==> src/rtl/pattern_load_sched.sv <==
// Field-write scheduler in front of patternbuffer: shares its single field port between the
// pat processor (always wins) and a byte-stream loader that fills a wrapping run of fields.
module pattern_load_sched #(
  parameter int buffer_size  = 22,
  parameter int buffer_width = 8,
  parameter int no_bufs      = 8,
  parameter int idx_w        = 5,
  parameter bit allow_live   = 1'b0,
  localparam int buf_w       = $clog2(no_bufs)
) (
  input  logic                    clk,
  input  logic                    rst,
  input  logic [buf_w-1:0]        pat_bufp,
  input  logic [buffer_size-1:0]  pat_fieldp,
  input  logic [buffer_size-1:0]  pat_fieldwp,
  input  logic [buffer_width-1:0] pat_field_in,
  input  logic                    pat_field_write,
  input  logic                    load_start,
  input  logic [buf_w-1:0]        load_buf,
  input  logic [idx_w-1:0]        load_first,
  input  logic [idx_w-1:0]        load_count,
  input  logic [buffer_width-1:0] s_data,
  input  logic                    s_valid,
  output logic                    s_ready,
  output logic                    load_busy,
  output logic                    load_done,
  output logic                    load_err,
  output logic [buf_w-1:0]        bufp_out,
  output logic [buffer_size-1:0]  fieldp_out,
  output logic [buffer_size-1:0]  fieldwp_out,
  output logic [buffer_width-1:0] field_in_out,
  output logic                    field_write_out
);

  typedef enum logic [1:0] {
    ST_IDLE,
    ST_LOAD,
    ST_DONE
  } state_e;

  localparam logic [idx_w-1:0]       last_idx     = idx_w'(buffer_size - 1);
  localparam logic [idx_w:0]         size_lim     = (idx_w + 1)'(buffer_size);
  localparam logic [buffer_size-1:0] one_hot_base = buffer_size'(1);

  state_e                  state_q, state_d;
  logic [buf_w-1:0]        buf_q, buf_d;
  logic [idx_w-1:0]        idx_q, idx_d;
  logic [idx_w-1:0]        rem_q, rem_d;
  logic                    busy_q, busy_d;
  logic                    done_q, done_d;
  logic                    err_q, err_d;

  logic [buf_w-1:0]        bufp_q, bufp_d;
  logic [buffer_size-1:0]  fieldp_q, fieldp_d;
  logic [buffer_size-1:0]  fieldwp_q, fieldwp_d;
  logic [buffer_width-1:0] field_in_q, field_in_d;
  logic                    write_q, write_d;

  logic                    first_ok;
  logic                    accept;

  assign first_ok = ({1'b0, load_first} < size_lim);

  // The loader yields to any pat write and, unless allowed, to the buffer pat is addressing.
  assign s_ready = (state_q == ST_LOAD) && !pat_field_write &&
                   (allow_live || (pat_bufp != buf_q));
  assign accept  = s_valid && s_ready;

  always_comb begin
    // NOTE: every signal assigned here gets a default first, so no path can infer a latch.
    state_d = state_q;
    buf_d   = buf_q;
    idx_d   = idx_q;
    rem_d   = rem_q;
    err_d   = 1'b0;

    unique case (state_q)
      ST_IDLE: begin
        if (load_start) begin
          if (!first_ok) begin
            err_d = 1'b1;
          end else if (load_count == '0) begin
            state_d = ST_DONE;
          end else begin
            state_d = ST_LOAD;
            buf_d   = load_buf;
            idx_d   = load_first;
            rem_d   = load_count;
          end
        end
      end
      ST_LOAD: begin
        if (accept) begin
          idx_d = (idx_q == last_idx) ? '0 : idx_q + 1'b1;
          rem_d = rem_q - 1'b1;
          if (rem_q == idx_w'(1)) begin
            state_d = ST_DONE;
          end
        end
      end
      ST_DONE: state_d = ST_IDLE;
      default: state_d = ST_IDLE;
    endcase

    busy_d = (state_d != ST_IDLE);
    done_d = (state_d == ST_DONE);
  end

  always_comb begin
    // The pat read pointer is passed through untouched; only the write side is shared.
    fieldp_d   = pat_fieldp;
    bufp_d     = pat_bufp;
    fieldwp_d  = pat_fieldwp;
    field_in_d = pat_field_in;
    write_d    = pat_field_write;
    if (accept) begin
      bufp_d     = buf_q;
      fieldwp_d  = one_hot_base << idx_q;
      field_in_d = s_data;
      write_d    = 1'b1;
    end
  end

  always_ff @(posedge clk or posedge rst) begin
    if (rst) begin
      state_q    <= ST_IDLE;
      buf_q      <= '0;
      idx_q      <= '0;
      rem_q      <= '0;
      busy_q     <= 1'b0;
      done_q     <= 1'b0;
      err_q      <= 1'b0;
      bufp_q     <= '0;
      fieldp_q   <= '0;
      fieldwp_q  <= '0;
      field_in_q <= '0;
      write_q    <= 1'b0;
    end else begin
      // NOTE: non-blocking updates so every register samples the pre-edge value of the others.
      state_q    <= state_d;
      buf_q      <= buf_d;
      idx_q      <= idx_d;
      rem_q      <= rem_d;
      busy_q     <= busy_d;
      done_q     <= done_d;
      err_q      <= err_d;
      bufp_q     <= bufp_d;
      fieldp_q   <= fieldp_d;
      fieldwp_q  <= fieldwp_d;
      field_in_q <= field_in_d;
      write_q    <= write_d;
    end
  end

  assign load_busy       = busy_q;
  assign load_done       = done_q;
  assign load_err        = err_q;
  assign bufp_out        = bufp_q;
  assign fieldp_out      = fieldp_q;
  assign fieldwp_out     = fieldwp_q;
  assign field_in_out    = field_in_q;
  assign field_write_out = write_q;

endmodule

==> config.mk <==
export PLATFORM = sky130hd
export DESIGN_NAME = pattern_load_sched
export DESIGN_NICKNAME = d
export VERILOG_FILES = /design/src/rtl/pattern_load_sched.sv
export SDC_FILE = /design/constraint.sdc
export NUM_CORES = 1
export LEC_CHECK = 0
export ABC_AREA = 1
export ABC_CLOCK_PERIOD_IN_PS = 4800
export CAP_MARGIN = 20
export CORE_ASPECT_RATIO = 0.8
export CORE_MARGIN = 2
export CORE_UTILIZATION = 45
export DETAILED_ROUTE_END_ITERATION = 10
export GPL_ROUTABILITY_DRIVEN = 0
export PLACE_DENSITY = 0.95
export SYNTH_ARGS = -nofsm -noshare
export SYNTH_HDL_FRONTEND = slang
export SYNTH_SLANG_ARGS = --single-unit
==> constraint.sdc <==
create_clock -name clk -period 4.8 [get_ports clk]
set_input_delay 0.96 -clock clk [delete_from_list [all_inputs] [get_ports clk]]
set_output_delay 0.96 -clock clk [all_outputs]
set_load 0.02 [all_outputs]
Yosys cells after proc, flatten, opt, wreduce, memory -nomap -nowiden
Cells that the tools add are included.

Flip-flop bits (word level): 74. Input bits: 81. Output and inout port bits: 60. Logic and storage cells: 60.

Add/sub/neg operators: 2. $lt $le $gt $ge: 1. Equality and inequality tests: 9. Shift operators: 1. Muxes and demuxes: 24. Bitwise gates (word level): 1. Reductions and logical operators: 10.

Operator list (count): $mux W5 (9); $mux W22 (1); $shl A1 B5 Y22 const A (1); $pmux W5 S2 (2); $mux W2 (5); $mux W8 (1); $ne A2 B2 Y1 const B (4); $add A5 B1 Y5 const B (1); $eq A5 B1 Y1 const B (1); $eq A5 B5 Y1 const B (1); $logic_not A5 Y1 (1); $lt A5 B5 Y1 const B (1); $reduce_and A5 Y1 (1); $sub A5 B1 Y5 const B (1); $mux W1 (4); $pmux W2 S2 (1); $reduce_and A4 Y1 (1); $reduce_bool A2 Y1 (2); $logic_and A1 B1 Y1 (3); $mux W3 (1); $ne A3 B3 Y1 (1); $eq A2 B1 Y1 const B (1); $eq A2 B2 Y1 const B (1); $logic_not A2 Y1 (1); 2 further kinds (2).

Logic depth before layout (Yosys ltp)
Gate-level depths: netlist of run 1.

Word-level depth: 7. Depth in mapped cells: 9. Gate-level depth less buffers: 9.

Worst setup path after synthesis of run 1
No wires, ideal clock.

Kind: input -> output. Start point: in pat_bufp[2]. End point: out s_ready. Data arrival time: 1419 ps. Required time: 3840 ps. Slack: 2421 ps. Cell stages on the path: 6. Path buffers: 0. Cell sequence: inv_1 -> nand2_1 -> nand2_1 -> nand3_1 -> nand2_1 -> inv_1.

Word-level cells in the longest chain between the ends: 2.

Ends and longest elaborated chain: from (decl) (RTL line 13) `input logic [buf_w-1:0] pat_bufp,`; $ne A3 B3 Y1 (RTL line 66) `(allow_live || (pat_bufp != buf_q));`; $logic_and A1 B1 Y1 (RTL line 65) `assign s_ready = (state_q == ST_LOAD) && !pat_field_write &&`; to (decl) (RTL line 24) `output logic s_ready,`.

No other way between the ends.

Final worst setup path of run 1
Start point: in pat_bufp[0]. End point: out s_ready.

Same word-level chain as after synthesis.

==> load_flow_metrics.sql, run 1 <==
INSERT INTO impl_metrics (metric_group, metric, value, unit) VALUES
('floorplan', 'floorplan.io_pins', '141', ''),
('synth', 'yosys_warnings', '0', ''),
('timing', 'worstMarginPinSlew', '866', 'ps'),
('synth', 'synthArstFlopShare', '100', '%'),
('clock_tree', 'cts-root-buf', 'sky130_fd_sc_hd__clkbuf_8', ''),
('timing', 'fmax', '288', 'MHz'),
('timing', 'grt_setup_unrepaired', 'no', ''),
('global_routing', 'grt_start_max_net_pins', '61', ''),
('global_routing', 'via_count_of_the_first_global_routing_pass', '2639', ''),
('worst_setup_path', 'regToRegSetupSlack', '2390', 'ps'),
('placed_design', 'dp_cells', '553', ''),
('synth', 'postSynthAreaPerCell', '9.25', 'sq um'),
('drt', 'vias', '2735', ''),
('clock_tree', 'cts-buffers-inserted', '9', ''),
('worst_setup_path', 'worstSetupStartpointType', 'primary input', ''),
('clock_tree', 'clk_transition_reported_paths', '70', 'ps'),
('finish', 'layoutNonFillerInstCount', '570', ''),
('outcome', 'outcome', 'finished, final reports clean', ''),
('synth', 'syn_area', '3120', 'sq um'),
('worst_setup_path', 'timing.critical_path.from', 'pat_bufp[0]', ''),
('synth', 'post_synth_edffs', '0', ''),
('finish', 'drive_above_1_share', '6.42', '%'),
('global_routing', 'grt_pass1_wl', '12500', 'microns'),
('placed_design', 'detailedPlace.worstSlack', '1340', 'ps'),
('timing', 'final.setup_skew', '6.44', 'ps'),
('synth', 'yosys.cell_count.top_type', 'sky130_fd_sc_hd__nand2_1', ''),
('drt', 'detail_route.wirelength', '8060', 'microns'),
('drt', 'met3WireLength', '627', 'microns'),
('power_and_ir_drop', 'cell_internal_pwr', '0.00132', 'W'),
('drt', 'detail_route.vias_per_cell', '4.80', ''),
('synth', 'share_of_yosys_cell_area_claimed_by_the_top_area_cell_type', '59.4', '%'),
('worst_setup_path', 'critPathMaxFanout', '3', ''),
('timing', 'final-max-slew-violation-count', '0', ''),
('power_and_ir_drop', 'power.density_cell_area', '441', 'nW/um^2'),
('floorplan', 'die_area', '7610', 'sq um'),
('finish', 'finish.net_count', '567', ''),
('timing', 'postLayoutSetupSlackWorst', '1330', 'ps'),
('synth', 'synth_top_cell_by_area', 'sky130_fd_sc_hd__dfrtp_1', ''),
('worst_setup_path', 'crit-reg2reg-capture', 'rem_q[1]', ''),
('drt', 'routedLengthMet1', '3020', 'microns'),
('timing', 'finalHoldViolCount', '0', ''),
('placed_design', 'dp_hpwl', '6120', 'microns'),
('worst_setup_path', 'timing.critical_path.arrival', '2510', 'ps'),
('floorplan', 'num_rows', '27', ''),
('finish', 'layout.core_utilization', '70.3', '%'),
('clock_tree', 'cts_htree_levels', '3', ''),
('worst_setup_path', 'end_point_of_the_critical_path', 's_ready', ''),
('global_routing', 'antenna_found_initial', '0', ''),
('floorplan', 'fp.coreArea', '6790', 'sq um'),
('power_and_ir_drop', 'netSwitchingFraction', '37.3', '%'),
('clock_tree', 'ctsLongestPathBuffers', '2', ''),
('timing', 'period_minus_slack', '3470', 'ps'),
('global_routing', 'groute.usage.overall', '21.2', '%'),
('worst_setup_path', 'critPathCaptureType', 'output pin', ''),
('drt', 'first_iter_violations', '124', ''),
('power_and_ir_drop', 'power_leakage', '2.21', 'nW'),
('global_routing', 'globalRouteOverflowTotal', '0', ''),
('drt', 'drc', '0', ''),
('synth', 'postSynth.topFlopCell', 'sky130_fd_sc_hd__dfrtp_1', ''),
('synth', 'post_synth_main_area_contributors', 'sky130_fd_sc_hd__dfrtp_1 (59%), sky130_fd_sc_hd__nand2_1 (15%), sky130_fd_sc_hd__o21ai_0 (4.0%), sky130_fd_sc_hd__nand3_1 (3.9%), sky130_fd_sc_hd__ha_1 (3.2%)', ''),
('power_and_ir_drop', 'share_clk_of_total_power', '22.4', '%'),
('placed_design', 'placement.io_buffers', '140', ''),
('synth', 'seq_area_frac_synth', '59.4', '%'),
('drt', 'router_iterations_before_antenna_repair', '4', ''),
('synth', 'synth_top_cells_by_count', 'sky130_fd_sc_hd__nand2_1 (121), sky130_fd_sc_hd__dfrtp_1 (74), sky130_fd_sc_hd__inv_1 (25), sky130_fd_sc_hd__o21ai_0 (25), sky130_fd_sc_hd__nand3_1 (24)', ''),
('timing', 'final_min_period_over_clock_period', '72.2', '%'),
('timing', 'fin_setup_tns', '0', 'ps'),
('flow_run', 'max_cap_viol_count', '0', ''),
('floorplan', 'die_h', '78.4', 'microns'),
('power_and_ir_drop', 'total_power', '0.00210', 'W'),
('clock_tree', 'clkLatencyLatePin', '340', 'ps');
[cell type report]
cell class	instances	area (sq um)
inverter	27	104
multi-input combinational	224	1080
tap	87	109
sequential	74	1850
timing repair buffer	142	1430
clock inverter	6	65.1
fill	496	2020
clock buffer	10	128
[state kept, by name, indices dropped and copies added, names as in the netlist, 2 cells and up]
name	count
field_in_out	8
state_q	2
idx_q	5
rem_q	5
fieldp_out	22
bufp_out	3
fieldwp_out	22
buf_q	3
[metrics by stage]
stage	instance area (sq um)	hold slack, ps
after global routing	4770	549
after floorplan	3120	464
final	4770	540
after global placement	4560	496
after detailed placement	4560	523
after CTS	4750	540
[power by group through the flow]
stage / Combinational [W] / Sequential (W) / Clock [W]
2_1_floorplan: 0.000455 / 0.000891 / 0
3_3_place_gp: 0.000768 / 0.000837 / 0
3_5_place_dp: 0.000799 / 0.000842 / 0
4_1_cts: 0.000799 / 0.000833 / 0.000484
5_1_grt: 0.000891 / 0.000848 / 0.000516
6_report: 0.000799 / 0.000834 / 0.000472
[critical path: stages]
cell                              delay (ps)
sky130_fd_sc_hd__clkdlybuf4s50_1         510
sky130_fd_sc_hd__inv_1                    70
sky130_fd_sc_hd__nand2_1                  70
sky130_fd_sc_hd__nand2_1                  50
sky130_fd_sc_hd__nand3_1                 150
sky130_fd_sc_hd__nand2_1                  70
sky130_fd_sc_hd__inv_1                    50
sky130_fd_sc_hd__clkdlybuf4s50_1         590
[worst min path at each step]
stage	start	endpoint	cells past startpoint
after global routing	rem_q[2]	rem_q[2]	2
after global placement	rem_q[1]	rem_q[1]	2
after detailed placement	rem_q[2]	rem_q[2]	2
after floorplan	rem_q[1]	rem_q[1]	2
final	rem_q[2]	rem_q[2]	2
after CTS	rem_q[2]	rem_q[2]	2
[routing by layer]
layer	vias up	track usage, %
li1	1347	-
met1	1239	24.7
met3	16	7.84
met5	-	0
met4	0	7.18
met2	133	36.5
[placed cells by master (no fill, tap or decap)]
| cell type | count |
|---|---|
| sky130_fd_sc_hd__o21ai_2 | 5 |
| sky130_fd_sc_hd__nor3_1 | 1 |
| sky130_fd_sc_hd__a31oi_1 | 1 |
| sky130_fd_sc_hd__ha_1 | 8 |
| sky130_fd_sc_hd__inv_1 | 24 |
| sky130_fd_sc_hd__bufinv_16 | 1 |
| sky130_fd_sc_hd__clkinv_1 | 1 |
| sky130_fd_sc_hd__o22ai_1 | 1 |
| sky130_fd_sc_hd__inv_2 | 1 |
| sky130_fd_sc_hd__nand3_1 | 24 |
| sky130_fd_sc_hd__buf_4 | 1 |
| sky130_fd_sc_hd__clkinv_2 | 2 |
| sky130_fd_sc_hd__o31ai_1 | 2 |
| sky130_fd_sc_hd__a21o_1 | 1 |
| sky130_fd_sc_hd__nand4_1 | 1 |
| sky130_fd_sc_hd__or2_2 | 2 |
| sky130_fd_sc_hd__nor2_4 | 2 |
| sky130_fd_sc_hd__nand2_2 | 2 |
| sky130_fd_sc_hd__o211ai_1 | 1 |
| sky130_fd_sc_hd__nand2_1 | 121 |
| sky130_fd_sc_hd__buf_12 | 1 |
| sky130_fd_sc_hd__clkinvlp_4 | 1 |
| sky130_fd_sc_hd__nand3_4 | 1 |
| sky130_fd_sc_hd__inv_4 | 1 |
| sky130_fd_sc_hd__o21ai_1 | 5 |
| sky130_fd_sc_hd__clkinv_4 | 1 |
| sky130_fd_sc_hd__inv_6 | 1 |
| sky130_fd_sc_hd__a21oi_1 | 3 |
| sky130_fd_sc_hd__clkbuf_1 | 1 |
| sky130_fd_sc_hd__nor2_1 | 15 |
| sky130_fd_sc_hd__clkbuf_8 | 9 |
| sky130_fd_sc_hd__xor2_1 | 2 |
| sky130_fd_sc_hd__dfrtp_1 | 74 |
| sky130_fd_sc_hd__o21ai_0 | 25 |
| sky130_fd_sc_hd__xnor2_1 | 1 |
| sky130_fd_sc_hd__clkdlybuf4s50_1 | 140 |
[kinds of logic (layout without fill, tap and decap cells)]
family,count (synthesis),in the layout,synth area share (%)
AND/OR/NAND/NOR,169,169,22.7
flip-flops,74,74,59.4
AO/OA/AOI/OAI,44,44,8.07
buffers and inverters,39,185,5.78
adder cells (fa/ha/maj),8,8,3.21
XOR/XNOR,3,3,0.843
No activity file was read; power rests on OpenSTA's default activity.
==> inputs of run 2 (changes only) <==
- ABC_CLOCK_PERIOD_IN_PS: 4800 -> 3400
- CORE_UTILIZATION: 45 -> 42
- PLACE_DENSITY: 0.95 -> 0.9
- clock period: 4.8 -> 3.4 ns (I/O delays scaled with it)
==> run 2 against run 1 <==
  * Combinational power rose by 44%
  * Power is 47% higher
  * Via count grew 1.3%
  * Worst hold slack got worse by 10 ps
  * Global-route usage is 1.7 points lower
  * Sequential share of layout area is 0.40 points lower
  * Core utilization decreased by 4.1 points
  * First-iteration DRC count is 10% higher
  * Clock power grew 65%
  * Largest power group unchanged
  * Design area up 1.0%
==> load_flow_metrics.sql, run 2 (synthesis results as in run 1) <==
INSERT INTO impl_metrics (metric_group, metric, value, unit) VALUES
('timing', 'final_min_period_over_clock_period', '85.0', '%'),
('clock_tree', 'cts-resized-gates', '0', ''),
('power_and_ir_drop', 'total_power', '0.00310', 'W'),
('finish', 'layout.cells.most_common_list', 'sky130_fd_sc_hd__clkdlybuf4s50_1 (140), sky130_fd_sc_hd__nand2_1 (121), sky130_fd_sc_hd__dfrtp_1 (74)', ''),
('drt', 'vias', '2770', ''),
('timing', 'headroom_to_the_max_slew_limit', '56.3', '%'),
('floorplan', 'floorplan.io_pins', '141', ''),
('worst_setup_path', 'regToRegStartpoint', 'state_q[1]', ''),
('drt', 'met3WireLength', '549', 'microns'),
('timing', 'final.setup_skew', '6.08', 'ps'),
('timing', 'fin_setup_tns', '0', 'ps'),
('worst_setup_path', 'critPathMaxFanout', '3', ''),
('clock_tree', 'clkSinkCount', '74', ''),
('timing', 'postLayoutSetupSlackWorst', '509', 'ps'),
('global_routing', 'grt_pass1_wl', '12300', 'microns'),
('hold_path', 'hp-start', 'rem_q[1]', ''),
('floorplan', 'die_area', '8130', 'sq um'),
('clock_tree', 'cts.hold.buffers_added', '0', ''),
('finish', 'area_delta_synth_final', '54.7', '%'),
('worst_setup_path', 'worst_path_max_delay_cell', 'sky130_fd_sc_hd__clkdlybuf4s50_1', ''),
('clock_tree', 'clkLatencyLatePin', '330', 'ps'),
('placed_design', 'detailedPlace.worstSlack', '517', 'ps'),
('clock_tree', 'ctsLongestPathBuffers', '2', ''),
('placed_design', 'dp_hpwl', '6050', 'microns'),
('floorplan', 'fp.coreArea', '7290', 'sq um'),
('worst_setup_path', 'path_common_cell', 'sky130_fd_sc_hd__nand2_1', ''),
('timing', 'finalSetupViolCount', '0', ''),
('worst_setup_path', 'critical_path_required', '2720', 'ps'),
('finish', 'diodes', '0', ''),
('worst_setup_path', 'critPathCaptureType', 'output pin', ''),
('global_routing', 'grt_start_max_net_pins', '45', ''),
('drt', 'avgRoutedWirePerCell', '14.0', 'microns'),
('finish', 'finish.net_count', '568', ''),
('global_routing', 'antenna_found_initial', '0', ''),
('power_and_ir_drop', 'power.density_cell_area', '643', 'nW/um^2'),
('timing', 'period_minus_slack', '2890', 'ps'),
('drt', 'drc', '0', ''),
('finish', 'layoutNonFillerInstCount', '574', ''),
('timing', 'fmax', '346', 'MHz'),
('worst_setup_path', 'crit-reg2reg-capture', 'fieldwp_out[11]', ''),
('flow_run', 'max_cap_viol_count', '0', ''),
('floorplan', 'chipWidth', '100', 'microns'),
('worst_setup_path', 'path_cells', 'clkdlybuf4s50_1, inv_1, nand2_1, nand2_1, nand3_1, nand2_1, inv_1, clkdlybuf4s50_1', ''),
('clock_tree', 'cts-buffers-inserted', '9', ''),
('hold_path', 'min_path_cells', '2', ''),
('drt', 'routedLengthMet1', '3360', 'microns'),
('drt', 'routed-wl-met2', '4080', 'microns'),
('worst_setup_path', 'r2r_cells', '7', ''),
('global_routing', 'via_count_of_the_first_global_routing_pass', '2618', ''),
('timing', 'finalHoldViolCount', '0', ''),
('worst_setup_path', 'regToRegSetupSlack', '1470', 'ps'),
('timing', 'grt_setup_unrepaired', 'no', ''),
('placed_design', 'placement.io_buffers', '140', ''),
('clock_tree', 'cts_htree_levels', '3', ''),
('worst_setup_path', 'worst-setup-path-type', 'in -> out', ''),
('floorplan', 'num_rows', '28', ''),
('worst_setup_path', 'slowest_cell_delay_on_critical_path', '590', 'ps'),
('floorplan', 'start_util', '42.8', '%'),
('drt', 'antenna_violating_nets_post_route', '0', ''),
('finish', 'drive_above_1_share', '6.82', '%'),
('floorplan', 'die_h', '81.1', 'microns'),
('drt', 'detail_route.vias_per_cell', '4.83', ''),
('hold_path', 'whs_endpoint', 'rem_q[1]', ''),
('global_routing', 'globalRouteOverflowTotal', '0', ''),
('drt', 'first_iter_violations', '137', ''),
('global_routing', 'groute.usage.overall', '19.5', '%'),
('timing', 'worstMarginPinSlew', '654', 'ps'),
('clock_tree', 'tritoncts', 'built', ''),
('timing', 'final-max-slew-violation-count', '0', ''),
('timing', 'holdWs', '530', 'ps'),
('power_and_ir_drop', 'power_leakage', '2.23', 'nW'),
('hold_path', 'min_path_type', 'reg -> reg', ''),
('worst_setup_path', 'worstSetupStartpointType', 'primary input', ''),
('drt', 'detail_route.wirelength', '8020', 'microns'),
('clock_tree', 'clk_transition_reported_paths', '80', 'ps'),
('worst_setup_path', 'timing.critical_path.arrival', '2210', 'ps'),
('power_and_ir_drop', 'peakVddDrop', '0.000390', 'V'),
('placed_design', 'dp_cells', '558', ''),
('clock_tree', 'cts-root-buf', 'sky130_fd_sc_hd__clkbuf_8', ''),
('drt', 'router_iterations_before_antenna_repair', '4', ''),
('clock_tree', 'setup_bufs_post_cts', '0', ''),
('outcome', 'outcome', 'finished, final reports clean', ''),
('drt', 'route.top_layer_used', 'met4', ''),
('finish', 'final_common_cell', 'sky130_fd_sc_hd__clkdlybuf4s50_1', '');
[run 2: cell types whose count changed in the layout (fill, tap and decap cells not counted)]
cell,change
sky130_fd_sc_hd__buf_4,+1
sky130_fd_sc_hd__clkinv_4,-1
sky130_fd_sc_hd__clkinv_2,-2
sky130_fd_sc_hd__bufinv_16,+1
sky130_fd_sc_hd__clkbuf_1,-1
sky130_fd_sc_hd__inv_6,+1
sky130_fd_sc_hd__inv_8,+2
[run 2: how the worst max path moves through the flow]
stage | end | start | slack (ps) | cells past startpoint
6_report | s_ready | pat_bufp[0] | 510 | 8
5_1_grt | s_ready | pat_bufp[0] | 410 | 8
4_1_cts | s_ready | pat_bufp[0] | 510 | 8
3_5_place_dp | s_ready | pat_bufp[0] | 520 | 8
3_3_place_gp | s_ready | pat_bufp[2] | 540 | 8
2_1_floorplan | buf_q[0] | rst | 840 | 1
[run 2: per-stage QoR]
step	utilization, %	instance area, sq um
6_report	66.2	4820
5_1_grt	66.2	4820
4_1_cts	66.2	4820
3_5_place_dp	63.0	4590
3_3_place_gp	63.0	4590
2_1_floorplan	-	3120
[run 2: metal layers]
| layer | track usage (%) | up-vias |
|---|---|---|
| met5 | 0 | - |
| met4 | 4.79 | 0 |
| met3 | 5.68 | 4 |
| met2 | 34.5 | 104 |
| met1 | 23.7 | 1317 |
| li1 | - | 1345 |
[run 2: layout make-up]
| cell class | count | area (sq um) |
|---|---|---|
| fill | 570 | 2470 |
| sequential | 74 | 1850 |
| timing repair buffer | 143 | 1440 |
| multi-input combinational | 224 | 1080 |
| clock buffer | 9 | 124 |
| tap | 90 | 113 |
| clock inverter | 7 | 108 |
| inverter | 27 | 104 |
[run 2: where the power goes]
group / leakage, nW / internal, W / switching (W)
clock: 0.114 / 0.000429 / 0.000350
combinational: 1.23 / 0.000483 / 0.000663
sequential: 0.888 / 0.00105 / 0.000126
[run 2: worst max-delay path: cells and delay by family]
family / cells / cell delay [ps]
AND/OR/NAND/NOR: 4 / 330
buffers and inverters: 4 / 1200
==> inputs of run 3 (changes only) <==
--- a/config.mk
+++ b/config.mk
@@ -15,4 +15,5 @@
 export GPL_ROUTABILITY_DRIVEN = 0
 export PLACE_DENSITY = 0.9
+export REMOVE_ABC_BUFFERS = 1
 export SYNTH_ARGS = -nofsm -noshare
 export SYNTH_HDL_FRONTEND = slang
==> constraint.sdc (replaced) <==
create_clock -name clk -period 3.4 [get_ports clk]
set_input_delay 0.68 -clock clk [delete_from_list [all_inputs] [get_ports clk]]
set_output_delay 0.68 -clock clk [all_outputs]
set_load 0.1 [all_outputs]
==> run 3 against run 2 <==
  * First-iteration DRC count is 47% lower
  * Design area down 0.67%
  * Worst hold slack improved by 9.6 ps
  * Register-to-register slack got worse by 210 ps
  * Combinational power rose by 51%
  * Clock skew is 10 ps higher
  * Global-route usage down 0.87 points
  * Largest power group is now combinational logic
  * Sequential share of layout area grew 0.26 points
  * Worst setup slack better by 320 ps
==> load_flow_metrics.sql, run 3 (synthesis results as in run 1) <==
INSERT INTO impl_metrics (metric_group, metric, value, unit) VALUES
('floorplan', 'start_util', '42.8', '%'),
('global_routing', 'via_count_of_the_first_global_routing_pass', '2674', ''),
('finish', 'layout.cells.most_common_list', 'sky130_fd_sc_hd__clkdlybuf4s50_1 (135), sky130_fd_sc_hd__nand2_1 (121), sky130_fd_sc_hd__dfrtp_1 (74)', ''),
('timing', 'final_min_period_over_clock_period', '75.7', '%'),
('worst_setup_path', 'worst-setup-path-type', 'in -> out', ''),
('finish', 'area_delta_synth_final', '53.6', '%'),
('worst_setup_path', 'timing.critical_path.arrival', '1890', 'ps'),
('finish', 'multiInputGateArea', '1080', 'sq um'),
('timing', 'grt_setup_unrepaired', 'no', ''),
('timing', 'fin_setup_tns', '0', 'ps'),
('clock_tree', 'cts-buffers-inserted', '9', ''),
('timing', 'holdWs', '540', 'ps'),
('power_and_ir_drop', 'sequential_fraction_of_design_power', '32.4', '%'),
('finish', 'filler_cell_count', '609', ''),
('global_routing', 'grt_start_max_net_pins', '75', ''),
('power_and_ir_drop', 'comb_power_share', '47.7', '%'),
('global_routing', 'grt_pass1_wl', '11900', 'microns'),
('clock_tree', 'cts_htree_levels', '3', ''),
('global_routing', 'groute.usage.overall', '18.6', '%'),
('clock_tree', 'cts.hold.buffers_added', '0', ''),
('placed_design', 'dp_cells', '558', ''),
('timing', 'finalSetupViolCount', '0', ''),
('global_routing', 'antenna_found_initial', '0', ''),
('finish', 'finish.net_count', '568', ''),
('power_and_ir_drop', 'cell_internal_pwr', '0.00194', 'W'),
('drt', 'vias', '2736', ''),
('drt', 'met3WireLength', '646', 'microns'),
('floorplan', 'fp.coreArea', '7290', 'sq um'),
('flow_run', 'max_cap_viol_count', '0', ''),
('drt', 'drc', '0', ''),
('power_and_ir_drop', 'peakVddDrop', '0.000411', 'V'),
('power_and_ir_drop', 'share_clk_of_total_power', '20.0', '%'),
('drt', 'routedLengthMet1', '3080', 'microns'),
('worst_setup_path', 'critPathMaxFanout', '3', ''),
('timing', 'final.setup_skew', '16.1', 'ps'),
('clock_tree', 'cts-root-buf', 'sky130_fd_sc_hd__clkbuf_8', ''),
('timing', 'finalHoldViolCount', '0', ''),
('timing', 'worstMarginPinSlew', '985', 'ps'),
('clock_tree', 'ctsLongestPathBuffers', '2', ''),
('drt', 'detail_route.vias_per_cell', '4.77', ''),
('clock_tree', 'cts-resized-gates', '0', ''),
('finish', 'final_common_cell', 'sky130_fd_sc_hd__clkdlybuf4s50_1', ''),
('timing', 'period_minus_slack', '2570', 'ps'),
('power_and_ir_drop', 'netSwitchingFraction', '46.7', '%'),
('placed_design', 'post_dp_cell_area', '4580', 'sq um'),
('worst_setup_path', 'critical_path_required', '2720', 'ps'),
('drt', 'detail_route.wirelength', '7510', 'microns'),
('power_and_ir_drop', 'power_leakage', '2.23', 'nW'),
('drt', 'antenna_violating_nets_post_route', '0', ''),
('clock_tree', 'clkSinkCount', '74', ''),
('floorplan', 'num_rows', '28', ''),
('floorplan', 'floorplan.io_pins', '141', ''),
('floorplan', 'die_area', '8130', 'sq um'),
('timing', 'headroom_to_the_max_slew_limit', '34.1', '%'),
('hold_path', 'min_path_type', 'reg -> reg', ''),
('drt', 'first_iter_violations', '72', ''),
('drt', 'routed-wl-met2', '3710', 'microns'),
('finish', 'layoutNonFillerInstCount', '574', ''),
('finish', 'design_area', '4790', 'sq um'),
('drt', 'router_iterations_before_antenna_repair', '4', ''),
('power_and_ir_drop', 'power.density_cell_area', '762', 'nW/um^2'),
('drt', 'route.top_layer_used', 'met4', ''),
('floorplan', 'die_h', '81.1', 'microns'),
('timing', 'final-max-slew-violation-count', '0', ''),
('finish', 'register_area', '1850', 'sq um'),
('clock_tree', 'clk_transition_reported_paths', '70', 'ps'),
('global_routing', 'globalRouteOverflowTotal', '0', ''),
('clock_tree', 'setup_bufs_post_cts', '0', ''),
('clock_tree', 'tritoncts', 'built', ''),
('clock_tree', 'clkLatencyLatePin', '340', 'ps'),
('power_and_ir_drop', 'p_switching', '0.00170', 'W'),
('finish', 'drive_above_1_share', '7.44', '%'),
('timing', 'fmax', '389', 'MHz'),
('finish', 'diodes', '0', ''),
('drt', 'avgRoutedWirePerCell', '13.1', 'microns'),
('worst_setup_path', 'worstSetupStartpointType', 'primary input', ''),
('placed_design', 'placement.io_buffers', '140', ''),
('placed_design', 'dp_hpwl', '5610', 'microns'),
('floorplan', 'chipWidth', '100', 'microns'),
('worst_setup_path', 'critPathCaptureType', 'output pin', ''),
('finish', 'layout.core_utilization', '65.7', '%'),
('outcome', 'outcome', 'finished, final reports clean', '');
==> run 3: stage by stage <==
stage	power, W	worst slack (ps)
floorplan	0.00244	838
global placement	0.00288	843
detailed placement	0.00294	717
CTS	0.00367	818
global route	0.00385	741
finish	0.00365	826
==> run 3: layout make-up <==
type                            instances  share of cell area, %
Inverter                               27                   2.19
Clock buffer                           11                   2.74
Multi-Input combinational cell        224                   22.7
Clock inverter                          5                   1.65
Timing Repair Buffer                  143                   29.7
Tap cell                               90                   2.35
Sequential cell                        74                   38.7
==> run 3: critical path, stage by stage <==
cell and delay [ps]:
sky130_fd_sc_hd__clkdlybuf4s50_1 510, sky130_fd_sc_hd__inv_1 60, sky130_fd_sc_hd__nand2_1 60, sky130_fd_sc_hd__nand2_1 40, sky130_fd_sc_hd__nand3_1 160, sky130_fd_sc_hd__nand2_1 90, sky130_fd_sc_hd__inv_1 110, sky130_fd_sc_hd__buf_12 180
==> run 3: final timing paths <==
| kind | start | end | slack, ps | cells after the start |
|---|---|---|---|---|
| max | pat_bufp[0] | s_ready | 830 | 8 |
| min | rem_q[1] | rem_q[1] | 540 | 2 |
| max reg2reg | state_q[1] | idx_q[1] | 1260 | 8 |
| min reg2reg | rem_q[1] | rem_q[1] | 540 | 2 |
| max in group asynchronous | rst | field_in_out[1] | 1890 | 3 |
| min in group asynchronous | rst | fieldp_out[6] | 930 | 3 |
==> run 3: metal layers <==
layer	up-vias	track usage [%]
li1	1350	-
met1	1269	22.2
met2	109	32.4
met3	8	6.20
met4	0	5.48
met5	-	0
==> run 3: power groups by stage <==
stage,combinational [W],sequential (W),clock (W)
after floorplan,0.000600,0.00184,0
after global placement,0.00169,0.00119,0
after detailed placement,0.00174,0.00119,0
after CTS,0.00175,0.00118,0.000746
after global routing,0.00187,0.00120,0.000774
final,0.00174,0.00118,0.000728
